File: src/rtl/ddr_port_arbiter_if.sv
// One DDR-style port bundle: combined read/write request, write data, read data and write response.
interface ddr_port_arbiter_if #(
    parameter int unsigned ADDR_W = 32,
    parameter int unsigned DATA_W = 64,
    parameter int unsigned LEN_W  = 8
);
    logic                  arw_valid;
    logic                  arw_ready;
    logic [ADDR_W-1:0]     arw_addr;
    logic                  arw_write;
    logic [LEN_W-1:0]      arw_len;

    logic                  w_valid;
    logic                  w_ready;
    logic                  w_last;
    logic [DATA_W-1:0]     w_data;
    logic [DATA_W/8-1:0]   w_strb;

    logic                  r_valid;
    logic                  r_ready;
    logic                  r_last;
    logic [DATA_W-1:0]     r_data;

    logic                  b_valid;
    logic                  b_ready;

    modport master (
        output arw_valid, arw_addr, arw_write, arw_len,
        output w_valid, w_last, w_data, w_strb,
        output r_ready, b_ready,
        input  arw_ready, w_ready, r_valid, r_last, r_data, b_valid
    );

    modport slave (
        input  arw_valid, arw_addr, arw_write, arw_len,
        input  w_valid, w_last, w_data, w_strb,
        input  r_ready, b_ready,
        output arw_ready, w_ready, r_valid, r_last, r_data, b_valid
    );
endinterface

File: src/rtl/ddr_port_arbiter.sv
// Shares one DDR controller port between two masters: round-robin request grant with
// lock-on-stall, and in-order w/r/b routing driven by per-channel master-ID FIFOs.
module ddr_port_arbiter #(
    parameter int unsigned ADDR_W = 32,
    parameter int unsigned DATA_W = 64,
    parameter int unsigned LEN_W  = 8,
    parameter int unsigned DEPTH  = 4
) (
    input  logic                   clk,
    input  logic                   reset,
    ddr_port_arbiter_if.slave      m0,
    ddr_port_arbiter_if.slave      m1,
    ddr_port_arbiter_if.master     s,
    output logic [$clog2(DEPTH):0] pending_reads,
    output logic [$clog2(DEPTH):0] pending_writes
);
    localparam int unsigned PTR_W  = $clog2(DEPTH);
    localparam int unsigned CNT_W  = PTR_W + 1;
    localparam int unsigned STRB_W = DATA_W / 8;
    localparam int unsigned NQ     = 3;
    localparam int unsigned QR     = 0;
    localparam int unsigned QW     = 1;
    localparam int unsigned QB     = 2;

    typedef enum logic { GRANT_FREE = 1'b0, GRANT_LOCKED = 1'b1 } lock_e;

    lock_e             lock_q, lock_d;
    logic              lock_id_q, lock_id_d;
    logic              last_grant_q, last_grant_d;

    logic [DEPTH-1:0]  id_mem_q [NQ];
    logic [PTR_W-1:0]  rd_ptr_q [NQ];
    logic [PTR_W-1:0]  rd_ptr_d [NQ];
    logic [PTR_W-1:0]  wr_ptr_q [NQ];
    logic [PTR_W-1:0]  wr_ptr_d [NQ];
    logic [CNT_W-1:0]  cnt_q    [NQ];
    logic [CNT_W-1:0]  cnt_d    [NQ];

    logic [NQ-1:0]     full, empty, head;
    logic [NQ-1:0]     push, pop, push_ok, pop_ok;

    logic              elig0, elig1;
    logic              gnt_id, gnt_vld, arw_fire;
    logic [ADDR_W-1:0] arw_addr;
    logic [LEN_W-1:0]  arw_len;
    logic              arw_write;

    logic              w_own, w_act, w_vld, w_last;
    logic [DATA_W-1:0] w_data;
    logic [STRB_W-1:0] w_strb;
    logic              r_own, r_act, r_rdy;
    logic              b_own, b_act, b_rdy;

    // Queue status is derived from registered counts only.
    always_comb begin
        for (int q = 0; q < NQ; q++) begin
            full[q]  = (cnt_q[q] == CNT_W'(DEPTH));
            empty[q] = (cnt_q[q] == '0);
            head[q]  = id_mem_q[q][rd_ptr_q[q]];
        end
    end

    assign elig0 = m0.arw_valid & (m0.arw_write ? ~(full[QW] | full[QB]) : ~full[QR]);
    assign elig1 = m1.arw_valid & (m1.arw_write ? ~(full[QW] | full[QB]) : ~full[QR]);

    // Grant selection: a stalled request keeps its master until it is accepted.
    always_comb begin
        gnt_id  = ~elig0;
        gnt_vld = elig0 | elig1;
        if (lock_q == GRANT_LOCKED) begin
            gnt_id  = lock_id_q;
            gnt_vld = lock_id_q ? elig1 : elig0;
        end else if (elig0 & elig1) begin
            gnt_id = ~last_grant_q;
        end
        gnt_vld = gnt_vld & ~reset;
    end

    assign arw_addr  = gnt_id ? m1.arw_addr  : m0.arw_addr;
    assign arw_len   = gnt_id ? m1.arw_len   : m0.arw_len;
    assign arw_write = gnt_id ? m1.arw_write : m0.arw_write;
    assign arw_fire  = gnt_vld & s.arw_ready;

    assign s.arw_valid  = gnt_vld;
    assign s.arw_addr   = arw_addr;
    assign s.arw_len    = arw_len;
    assign s.arw_write  = arw_write;
    assign m0.arw_ready = arw_fire & ~gnt_id;
    assign m1.arw_ready = arw_fire & gnt_id;

    // Write data follows the oldest accepted write.
    assign w_own  = head[QW];
    assign w_act  = ~empty[QW] & ~reset;
    assign w_vld  = w_act & (w_own ? m1.w_valid : m0.w_valid);
    assign w_last = w_own ? m1.w_last : m0.w_last;
    assign w_data = w_own ? m1.w_data : m0.w_data;
    assign w_strb = w_own ? m1.w_strb : m0.w_strb;

    assign s.w_valid   = w_vld;
    assign s.w_last    = w_last;
    assign s.w_data    = w_data;
    assign s.w_strb    = w_strb;
    assign m0.w_ready  = w_act & ~w_own & s.w_ready;
    assign m1.w_ready  = w_act & w_own & s.w_ready;

    // Read data returns in request order.
    assign r_own = head[QR];
    assign r_act = ~empty[QR] & ~reset;
    assign r_rdy = r_act & (r_own ? m1.r_ready : m0.r_ready);

    assign s.r_ready  = r_rdy;
    assign m0.r_valid = r_act & ~r_own & s.r_valid;
    assign m1.r_valid = r_act & r_own & s.r_valid;
    assign m0.r_last  = s.r_last;
    assign m1.r_last  = s.r_last;
    assign m0.r_data  = s.r_data;
    assign m1.r_data  = s.r_data;

    // Write responses return in request order.
    assign b_own = head[QB];
    assign b_act = ~empty[QB] & ~reset;
    assign b_rdy = b_act & (b_own ? m1.b_ready : m0.b_ready);

    assign s.b_ready  = b_rdy;
    assign m0.b_valid = b_act & ~b_own & s.b_valid;
    assign m1.b_valid = b_act & b_own & s.b_valid;

    always_comb begin
        push     = '0;
        pop      = '0;
        push[QR] = arw_fire & ~arw_write;
        push[QW] = arw_fire & arw_write;
        push[QB] = arw_fire & arw_write;
        pop[QR]  = s.r_valid & r_rdy & s.r_last;
        pop[QW]  = w_vld & s.w_ready & w_last;
        pop[QB]  = s.b_valid & b_rdy;
        push_ok  = push & ~full;
        pop_ok   = pop & ~empty;
    end

    always_comb begin
        lock_d       = lock_q;
        lock_id_d    = lock_id_q;
        last_grant_d = last_grant_q;
        for (int q = 0; q < NQ; q++) begin
            rd_ptr_d[q] = rd_ptr_q[q];
            wr_ptr_d[q] = wr_ptr_q[q];
            cnt_d[q]    = cnt_q[q];
        end

        lock_d    = (gnt_vld & ~s.arw_ready) ? GRANT_LOCKED : GRANT_FREE;
        lock_id_d = gnt_id;
        if (arw_fire) begin
            last_grant_d = gnt_id;
        end
        for (int q = 0; q < NQ; q++) begin
            wr_ptr_d[q] = wr_ptr_q[q] + PTR_W'(push_ok[q]);
            rd_ptr_d[q] = rd_ptr_q[q] + PTR_W'(pop_ok[q]);
            cnt_d[q]    = cnt_q[q] + CNT_W'(push_ok[q]) - CNT_W'(pop_ok[q]);
        end
    end

    always_ff @(posedge clk) begin
        if (reset) begin
            lock_q       <= GRANT_FREE;
            lock_id_q    <= 1'b0;
            last_grant_q <= 1'b1;
            for (int q = 0; q < NQ; q++) begin
                id_mem_q[q] <= '0;
                rd_ptr_q[q] <= '0;
                wr_ptr_q[q] <= '0;
                cnt_q[q]    <= '0;
            end
        end else begin
            lock_q       <= lock_d;
            lock_id_q    <= lock_id_d;
            last_grant_q <= last_grant_d;
            for (int q = 0; q < NQ; q++) begin
                if (push_ok[q]) begin
                    id_mem_q[q][wr_ptr_q[q]] <= gnt_id;
                end
                rd_ptr_q[q] <= rd_ptr_d[q];
                wr_ptr_q[q] <= wr_ptr_d[q];
                cnt_q[q]    <= cnt_d[q];
            end
        end
    end

    assign pending_reads  = cnt_q[QR];
    assign pending_writes = cnt_q[QB];
endmodule
File: src/flat_wrapper.sv
// flat-port wrapper written by rule: the top's interface ports become plain ports
module ddr_port_arbiter_flat 
#(
    parameter int unsigned ADDR_W = 32,
    parameter int unsigned DATA_W = 64,
    parameter int unsigned LEN_W  = 8,
    parameter int unsigned DEPTH  = 4
)
  (clk, reset, pending_reads, pending_writes, m0_arw_valid, m0_arw_addr, m0_arw_write, m0_arw_len, m0_w_valid, m0_w_last, m0_w_data, m0_w_strb, m0_r_ready, m0_b_ready, m0_arw_ready, m0_w_ready, m0_r_valid, m0_r_last, m0_r_data, m0_b_valid, m1_arw_valid, m1_arw_addr, m1_arw_write, m1_arw_len, m1_w_valid, m1_w_last, m1_w_data, m1_w_strb, m1_r_ready, m1_b_ready, m1_arw_ready, m1_w_ready, m1_r_valid, m1_r_last, m1_r_data, m1_b_valid, s_arw_valid, s_arw_addr, s_arw_write, s_arw_len, s_w_valid, s_w_last, s_w_data, s_w_strb, s_r_ready, s_b_ready, s_arw_ready, s_w_ready, s_r_valid, s_r_last, s_r_data, s_b_valid);
  ddr_port_arbiter_if #(.ADDR_W(ADDR_W), .DATA_W(DATA_W), .LEN_W(LEN_W)) m0_i ();
  ddr_port_arbiter_if #(.ADDR_W(ADDR_W), .DATA_W(DATA_W), .LEN_W(LEN_W)) m1_i ();
  ddr_port_arbiter_if #(.ADDR_W(ADDR_W), .DATA_W(DATA_W), .LEN_W(LEN_W)) s_i ();
  input  logic clk;
  input  logic reset;
  output logic [$clog2(DEPTH):0] pending_reads;
  output logic [$clog2(DEPTH):0] pending_writes;
  input wire logic [$bits(m0_i.arw_valid)-1:0] m0_arw_valid;
  input wire logic [$bits(m0_i.arw_addr)-1:0] m0_arw_addr;
  input wire logic [$bits(m0_i.arw_write)-1:0] m0_arw_write;
  input wire logic [$bits(m0_i.arw_len)-1:0] m0_arw_len;
  input wire logic [$bits(m0_i.w_valid)-1:0] m0_w_valid;
  input wire logic [$bits(m0_i.w_last)-1:0] m0_w_last;
  input wire logic [$bits(m0_i.w_data)-1:0] m0_w_data;
  input wire logic [$bits(m0_i.w_strb)-1:0] m0_w_strb;
  input wire logic [$bits(m0_i.r_ready)-1:0] m0_r_ready;
  input wire logic [$bits(m0_i.b_ready)-1:0] m0_b_ready;
  output wire logic [$bits(m0_i.arw_ready)-1:0] m0_arw_ready;
  output wire logic [$bits(m0_i.w_ready)-1:0] m0_w_ready;
  output wire logic [$bits(m0_i.r_valid)-1:0] m0_r_valid;
  output wire logic [$bits(m0_i.r_last)-1:0] m0_r_last;
  output wire logic [$bits(m0_i.r_data)-1:0] m0_r_data;
  output wire logic [$bits(m0_i.b_valid)-1:0] m0_b_valid;
  input wire logic [$bits(m1_i.arw_valid)-1:0] m1_arw_valid;
  input wire logic [$bits(m1_i.arw_addr)-1:0] m1_arw_addr;
  input wire logic [$bits(m1_i.arw_write)-1:0] m1_arw_write;
  input wire logic [$bits(m1_i.arw_len)-1:0] m1_arw_len;
  input wire logic [$bits(m1_i.w_valid)-1:0] m1_w_valid;
  input wire logic [$bits(m1_i.w_last)-1:0] m1_w_last;
  input wire logic [$bits(m1_i.w_data)-1:0] m1_w_data;
  input wire logic [$bits(m1_i.w_strb)-1:0] m1_w_strb;
  input wire logic [$bits(m1_i.r_ready)-1:0] m1_r_ready;
  input wire logic [$bits(m1_i.b_ready)-1:0] m1_b_ready;
  output wire logic [$bits(m1_i.arw_ready)-1:0] m1_arw_ready;
  output wire logic [$bits(m1_i.w_ready)-1:0] m1_w_ready;
  output wire logic [$bits(m1_i.r_valid)-1:0] m1_r_valid;
  output wire logic [$bits(m1_i.r_last)-1:0] m1_r_last;
  output wire logic [$bits(m1_i.r_data)-1:0] m1_r_data;
  output wire logic [$bits(m1_i.b_valid)-1:0] m1_b_valid;
  output wire logic [$bits(s_i.arw_valid)-1:0] s_arw_valid;
  output wire logic [$bits(s_i.arw_addr)-1:0] s_arw_addr;
  output wire logic [$bits(s_i.arw_write)-1:0] s_arw_write;
  output wire logic [$bits(s_i.arw_len)-1:0] s_arw_len;
  output wire logic [$bits(s_i.w_valid)-1:0] s_w_valid;
  output wire logic [$bits(s_i.w_last)-1:0] s_w_last;
  output wire logic [$bits(s_i.w_data)-1:0] s_w_data;
  output wire logic [$bits(s_i.w_strb)-1:0] s_w_strb;
  output wire logic [$bits(s_i.r_ready)-1:0] s_r_ready;
  output wire logic [$bits(s_i.b_ready)-1:0] s_b_ready;
  input wire logic [$bits(s_i.arw_ready)-1:0] s_arw_ready;
  input wire logic [$bits(s_i.w_ready)-1:0] s_w_ready;
  input wire logic [$bits(s_i.r_valid)-1:0] s_r_valid;
  input wire logic [$bits(s_i.r_last)-1:0] s_r_last;
  input wire logic [$bits(s_i.r_data)-1:0] s_r_data;
  input wire logic [$bits(s_i.b_valid)-1:0] s_b_valid;
  assign m0_i.arw_valid = m0_arw_valid;
  assign m0_i.arw_addr = m0_arw_addr;
  assign m0_i.arw_write = m0_arw_write;
  assign m0_i.arw_len = m0_arw_len;
  assign m0_i.w_valid = m0_w_valid;
  assign m0_i.w_last = m0_w_last;
  assign m0_i.w_data = m0_w_data;
  assign m0_i.w_strb = m0_w_strb;
  assign m0_i.r_ready = m0_r_ready;
  assign m0_i.b_ready = m0_b_ready;
  assign m0_arw_ready = m0_i.arw_ready;
  assign m0_w_ready = m0_i.w_ready;
  assign m0_r_valid = m0_i.r_valid;
  assign m0_r_last = m0_i.r_last;
  assign m0_r_data = m0_i.r_data;
  assign m0_b_valid = m0_i.b_valid;
  assign m1_i.arw_valid = m1_arw_valid;
  assign m1_i.arw_addr = m1_arw_addr;
  assign m1_i.arw_write = m1_arw_write;
  assign m1_i.arw_len = m1_arw_len;
  assign m1_i.w_valid = m1_w_valid;
  assign m1_i.w_last = m1_w_last;
  assign m1_i.w_data = m1_w_data;
  assign m1_i.w_strb = m1_w_strb;
  assign m1_i.r_ready = m1_r_ready;
  assign m1_i.b_ready = m1_b_ready;
  assign m1_arw_ready = m1_i.arw_ready;
  assign m1_w_ready = m1_i.w_ready;
  assign m1_r_valid = m1_i.r_valid;
  assign m1_r_last = m1_i.r_last;
  assign m1_r_data = m1_i.r_data;
  assign m1_b_valid = m1_i.b_valid;
  assign s_arw_valid = s_i.arw_valid;
  assign s_arw_addr = s_i.arw_addr;
  assign s_arw_write = s_i.arw_write;
  assign s_arw_len = s_i.arw_len;
  assign s_w_valid = s_i.w_valid;
  assign s_w_last = s_i.w_last;
  assign s_w_data = s_i.w_data;
  assign s_w_strb = s_i.w_strb;
  assign s_r_ready = s_i.r_ready;
  assign s_b_ready = s_i.b_ready;
  assign s_i.arw_ready = s_arw_ready;
  assign s_i.w_ready = s_w_ready;
  assign s_i.r_valid = s_r_valid;
  assign s_i.r_last = s_r_last;
  assign s_i.r_data = s_r_data;
  assign s_i.b_valid = s_b_valid;
  ddr_port_arbiter #(.ADDR_W(ADDR_W), .DATA_W(DATA_W), .LEN_W(LEN_W), .DEPTH(DEPTH)) u_core (.clk(clk), .reset(reset), .m0(m0_i), .m1(m1_i), .s(s_i), .pending_reads(pending_reads), .pending_writes(pending_writes));
endmodule
File: config.mk
export PLATFORM = sky130hd
export DESIGN_NAME = ddr_port_arbiter_flat
export DESIGN_NICKNAME = d
export VERILOG_FILES = /design/src/rtl/ddr_port_arbiter_if.sv /design/src/rtl/ddr_port_arbiter.sv /design/src/flat_wrapper.sv
export SDC_FILE = /design/constraint.sdc
export NUM_CORES = 1
export LEC_CHECK = 0
export CAP_MARGIN = 20
export CORE_AREA = 2 2 220 222
export DETAILED_ROUTE_END_ITERATION = 16
export DIE_AREA = 0 0 222 224
export PLACE_DENSITY_LB_ADDON = 0.1
export SYNTH_ARGS = -nofsm -noshare
export SYNTH_HDL_FRONTEND = slang
export SYNTH_SLANG_ARGS = --single-unit
File: constraint.sdc
create_clock -name clk -period 4.06 [get_ports clk]
set_input_delay 0.406 -clock clk [delete_from_list [all_inputs] [get_ports clk]]
set_output_delay 0.406 -clock clk [all_outputs]
set_load 0.02 [all_outputs]
## Word-level counts from Yosys, hierarchy flattened

Memories as Yosys holds them, arrays and structs flattened.
Index checks and enable logic that the tools add are counted.

| word-level totals | value |
|---|---|
| output and inout port bits | 262 |
| latch bits | 0 |
| word-level logic and storage cells | 172 |
| memories kept | 4 |
| register bits after elaboration | 3 |
| memory bits (read-only) | 0 |
| RAM bits | 33 |

| cells by class | value |
|---|---|
| $lt $le $gt $ge | 9 |
| add/sub/neg operators | 12 |
| reduce and logical (&&, ||, !) cells | 6 |
| div/mod/pow operators | 0 |
| bitwise gates (word level) | 74 |
| eq/ne operators | 3 |
| $mul | 0 |
| shift-type cells | 0 |
| muxes and demuxes | 61 |

Memories:

| memory | words | bits a word | rd ports | clocked after memory_dff | wr ports | line | source |
|---|---|---|---|---|---|---|---|
| u_core.id_mem_q | 3 | 4 | 3 | 0 | 3 | ddr_port_arbiter.sv:31 | `logic [DEPTH-1:0] id_mem_q [NQ];` |
| u_core.cnt_q | 3 | 3 | 3 | 0 | 3 | ddr_port_arbiter.sv:36 | `logic [CNT_W-1:0] cnt_q [NQ];` |
| u_core.rd_ptr_q | 3 | 2 | 3 | 0 | 3 | ddr_port_arbiter.sv:32 | `logic [PTR_W-1:0] rd_ptr_q [NQ];` |
| u_core.wr_ptr_q | 3 | 2 | 3 | 0 | 3 | ddr_port_arbiter.sv:34 | `logic [PTR_W-1:0] wr_ptr_q [NQ];` |

Operators with widths:

| operator | number |
|---|---|
| 2-to-1 mux 64 bit | 1 |
| 2-to-1 mux 1 bit | 39 |
| bitwise AND 1 bit | 33 |
| 2-to-1 mux 32 bit | 1 |
| OR 1 bit | 23 |
| less-than comparator 2 x 3 -> 1 bit (second input constant) | 6 |
| 2-to-1 mux 8 bit | 2 |
| NOT 1 bit | 14 |
| adder 2 x 1 -> 2 bit | 6 |
| 2-to-1 mux 2 bit | 6 |
| 2-to-1 mux 4 bit | 3 |
| adder 3 x 1 -> 3 bit | 3 |
| == test 3 bit (second input constant) | 3 |
| logical NOT 3 bit | 3 |
| 2-to-1 mux 3 bit | 3 |
| subtractor 3 x 1 -> 3 bit | 3 |
| bitwise AND 3 bit | 2 |
| binary-select mux 1 bit (select 2 bit) | 3 |
| demux 1 bit (select 2 bit) | 3 |
| greater-or-equal comparator 2 x 1 -> 1 bit (second input constant) | 3 |
| NOT 3 bit | 2 |
| logical AND 1 bit | 3 |

## Depth between registers and ports, before layout

| logic depth | value |
|---|---|
| word-level depth | 16 |
| depth in mapped cells | 12 |
| depth with buffers taken out | 11 |

## Worst setup path before layout

Ideal clock, no wire load.

| timing path | value |
|---|---|
| path type | flip-flop to flip-flop |
| start | memory u_core.rd_ptr_q[0][2] in the netlist's numbering |
| end | memory u_core.cnt_q[0][4] in the netlist's numbering |
| data arrival time | 2.759 ns |
| library setup time | 0.129 ns |
| setup slack | 1.172 ns |
| stages on the path, launching flop included | 10 |
| clock period less this slack | 2.888 ns |
| cell sequence | dfxtp_1 > mux4_2 > mux2i_1 > nor3_1 > and4b_1 > ha_1 > inv_1 > ha_1 > fa_1 > nor2b_1 |

RTL lines:

| element | line |
|---|---|
| from (decl) | ddr_port_arbiter.sv:32 |
| to (decl) | ddr_port_arbiter.sv:36 |

## Final worst setup path

| timing path | value |
|---|---|
| start | input port m0_arw_write |
| end | output port s_arw_addr[11] |

| on the way | value |
|---|---|
| cells in the longest elaborated chain, start to end | 6 |
| elaborated cells between the ends (all ways) | 7 |
| classes of those cells | mux: 4; bitwise: 3 |

RTL lines:

| element | line | source |
|---|---|---|
| from (decl) | flat_wrapper.sv:19 | `input wire logic [$bits(m0_i.arw_write)-1:0] m0_arw_write;` |
| 2-to-1 mux 1 bit (*) | ddr_port_arbiter.sv:63 | `assign elig0 = m0.arw_valid & (m0.arw_write ? ~(full[QW] \| full[QB]) : ~full[QR]);` |
| bitwise AND 1 bit (*) | ddr_port_arbiter.sv:63 |  |
| bitwise AND 1 bit or NOT 1 bit (tied branches) | ddr_port_arbiter.sv:73, ddr_port_arbiter.sv:68 |  |
| 2-to-1 mux 1 bit (*) | ddr_port_arbiter.sv:73 | `end else if (elig0 & elig1) begin` |
| 2-to-1 mux 1 bit (*) | ddr_port_arbiter.sv:70 | `if (lock_q == GRANT_LOCKED) begin` |
| 2-to-1 mux 32 bit (*) | ddr_port_arbiter.sv:79 | `assign arw_addr = gnt_id ? m1.arw_addr : m0.arw_addr;` |
| to (decl) | flat_wrapper.sv:50 | `output wire logic [$bits(s_i.arw_addr)-1:0] s_arw_addr;` |

Mark *: on every way between the ends. The rest lies on a longest branch, timed or not.

==> metrics <==
data arrival at the endpoint of the critical path 3160 ps; starting density of the core 9.05%; Residual DRC 0; Syn Area/Cell 9.71 µm²; flops & latches, synth 36; category of the worst setup path launch point input port; global-route wire length before repair 38.0 mm; number of standard cells after synthesis 441; Post-Synth Simple-Gate Area 8.91%; area fraction in compound gates after synthesis 4.12%; multiplexer share of the synthesized area 32.4%; number of placed instances with taps included 1289; P&R area growth vs syn 85.2%; clock transition at the registers of the reported paths 50 ps; outcome completed; type of destination of the critical path primary output; data required time at the worst endpoint 3650 ps; count of warnings emitted by yosys 0; crit-path max cell delay 560 ps; number of maximum-capacitance violations 0; TritonCTS Buffers 5; ports placed on the boundary 569; Final ANT Viol Nets 0; total clock sinks 36; setup violators final 0; Routability Congestion 0.718; number of hold-slack violations in the final timing report 0; fillcell total 5321; power density over cell area 258 nW/µm²; DRT iter0 DRCs 125; kind of path behind the tightest hold check flip-flop to flip-flop; total of hold buffers inserted after clock tree synthesis 0; crit path buf inv count 3; CP max FO 33; count of TritonRoute iterations in the first routing pass 4; Cell Chain, Critical Path clkdlybuf4s50_1, or4b_1, nand4_1, mux2i_1, o31ai_4, buf_4, mux2_2, clkdlybuf4s50_1; Lkg Pwr 2.81 nW; vias in the first global route 4411; CTS tree built; total wire length after detailed routing 28.7 mm; worst-path cell with the longest stage delay sky130_fd_sc_hd__clkdlybuf4s50_1; clock insertion delay at the later pin of the skew report 280 ps; root buffer selected by CTS sky130_fd_sc_hd__clkbuf_16; family with the most delay on the worst path buffers and inverters; number of rows in the core area 80; sequential cell area fraction in the yosys report 19.6%; Post-CTS Setup Inserts 0; setup slack of the critical path after layout 498 ps; Fin Setup TNS 0 ps; total congestion overflow 0; xor and xnor area share after synthesis 2.45%; arithmetic-cell share of the synthesized area counting full adders, half adders and majority gates 4.91%; Max Clk Rate 281 MHz; largest family of logic cells by synthesized area multiplexers; Rel. slew slack 58.0%; period utilization 87.7%; total number of vias 4051; vertical die dimension 224 µm; number of unique standard cell types used by synthesis 38; number of nets produced by synthesis 763; Vias per Instance 3.12; post-route clock skew 2.72 ps; peak supply drop 0.132 mV; worst slack after detailed placement 453 ps; wire length per cell after detailed routing 22.1 µm; proportion of layout cells with a drive suffix above 1 20.5%; Post-Syn Area 4280 µm²; largest net degree at the start of global routing 46; time the final worst path needs with I/O delays and setup 3560 ps; level count of the clock H-tree 2; final layout net count 1003; Port Buffer Count 376; setup repair after global routing missed its margin no; Finished Layout Cells 1298; estimated wirelength of the detail-placed design 25.3 mm; max-slew violations 0; Die Area 49700 µm²; Setup CP Type input port to primary output; cell occurring most often along the worst timing path sky130_fd_sc_hd__clkdlybuf4s50_1; number of buffers between clock root and the deepest sink 2; die width 222 µm; floorplan core area 47300 µm²; GRT Total Usage 10.9%; # resized after CTS 0; initial antenna violation count 7; slew at the pin closest to its max-slew limit 630 ps
-- power breakdown --
group / switching [W] / internal (W) / total [W]
sequential: 0.0000254 / 0.000402 / 0.000427
clock: 0.000145 / 0.000227 / 0.000372
combinational: 0.000566 / 0.000677 / 0.00124
total: 0.000737 / 0.00131 / 0.00204
-- sequential cells by signal, summed over array words and instances (netlist names) --
signal	cells
u_core.rd_ptr_q	6
u_core.last_grant_q	1
u_core.lock_q	1
u_core.lock_id_q	1
u_core.id_mem_q	12
u_core.wr_ptr_q	6
u_core.cnt_q	9
-- logic make-up (layout without fill, tap and decap cells) --
kind of cell	Yosys count	in the layout
DFF	36	36
other	0	1
buffers and inverters	173	414
and+or+nand+nor	66	66
xor gates and xnor gates	12	12
AOI/OAI and AO/OA	18	18
muxes	121	121
adders and majority gates	15	15
-- routing by layer --
layer | wire (µm) | track usage [%] | up-vias
met2 | 13400 | 18.0 | 343
li1 | - | - | 1863
met4 | 274 | 1.20 | 2
met3 | 3150 | 5.01 | 19
met1 | 11900 | 13.3 | 1824
met5 | 13 | 0 | -
-- through the flow --
step | total power [W] | utilization, % | cell area, µm² | hold slack, ps
after global placement | 0.00171 | 16.5 | 7790 | 521
after detailed placement | 0.00170 | 16.5 | 7790 | 519
after floorplan | 0.00118 | - | 4280 | 483
final | 0.00204 | 16.8 | 7930 | 533
after CTS | 0.00210 | 16.7 | 7930 | 537
after global routing | 0.00216 | 16.7 | 7930 | 558
-- worst paths after layout --
path | slack [ps] | to | startpoint | cells after the start
setup / recovery | 500 | s_arw_addr[11] | m0_arw_write | 8
setup reg to reg | 1100 | u_core.cnt_q[0][5]$_SDFF_PP0_ | u_core.rd_ptr_q[0][2]$_SDFF_PP0_ | 9
hold reg to reg | 530 | u_core.rd_ptr_q[0][1]$_SDFF_PP0_ | u_core.rd_ptr_q[0][1]$_SDFF_PP0_ | 2
hold / removal | 530 | u_core.rd_ptr_q[0][1]$_SDFF_PP0_ | u_core.rd_ptr_q[0][1]$_SDFF_PP0_ | 2
-- layout make-up --
cell class / count / area, µm² / share of cell area [%]
clock buffers: 7 / 133 / 1.67
well taps: 615 / 769 / 9.70
diodes: 1 / 2.50 / 0.0315
inverters: 18 / 67.6 / 0.852
clock inverters: 1 / 5.00 / 0.0631
repair buffers: 388 / 3850 / 48.5
multi-input cells: 232 / 2270 / 28.6
flip-flops and latches: 36 / 841 / 10.6
-- cell usage in the layout, fill, tap and decap left out, drive strengths merged, types with 4 or more instances in the layout --
cell,n
clkdlybuf4s50,375
mux2,113
dfxtp,24
inv,18
nor2,17
nor2b,14
buf,13
xnor2,12
ha,12
edfxtp,12
a41o,9
nor3,7
clkbuf,7
and2,6
nand2,5
mux2i,5
o21bai,4
-- cells in the mapped netlist (all sizes together) --
cell type / instances / area (µm²)
fa: 3 / 60.1
inv: 18 / 67.6
or4b: 2 / 20.0
xnor2: 12 / 105
mux2: 113 / 1270
or4bb: 2 / 22.5
nor2b: 14 / 87.6
and2: 6 / 37.5
nor2: 17 / 63.8
o31ai: 1 / 21.3
nor3: 7 / 35.0
nand4: 2 / 12.5
a41o: 9 / 90.1
nor4: 1 / 6.26
o32ai: 1 / 8.76
o21bai: 4 / 30.0
o21ai: 1 / 5.00
nand4b: 2 / 17.5
or2: 1 / 6.26
and4b: 1 / 10.0
nand2: 5 / 18.8
buf: 149 / 1090
o211ai: 1 / 12.5
edfxtp: 12 / 360
nor3b: 2 / 20.0
dfxtp: 24 / 480
o22a: 1 / 8.76
mux2i: 5 / 50.1
clkbuf: 6 / 22.5
ha: 12 / 150
and3: 3 / 18.8
mux4: 3 / 67.6
nand3: 1 / 5.00
-- worst reg2reg max path: cells and delay by family (launching register included) --
kind	cells	cell delay, ps
mux	2	1160
simple gates	2	280
buf+inv	1	40
flops	1	360
xor+xnor	1	170
fa+ha+maj	3	830
No activity file was read; power rests on OpenSTA's default activity.
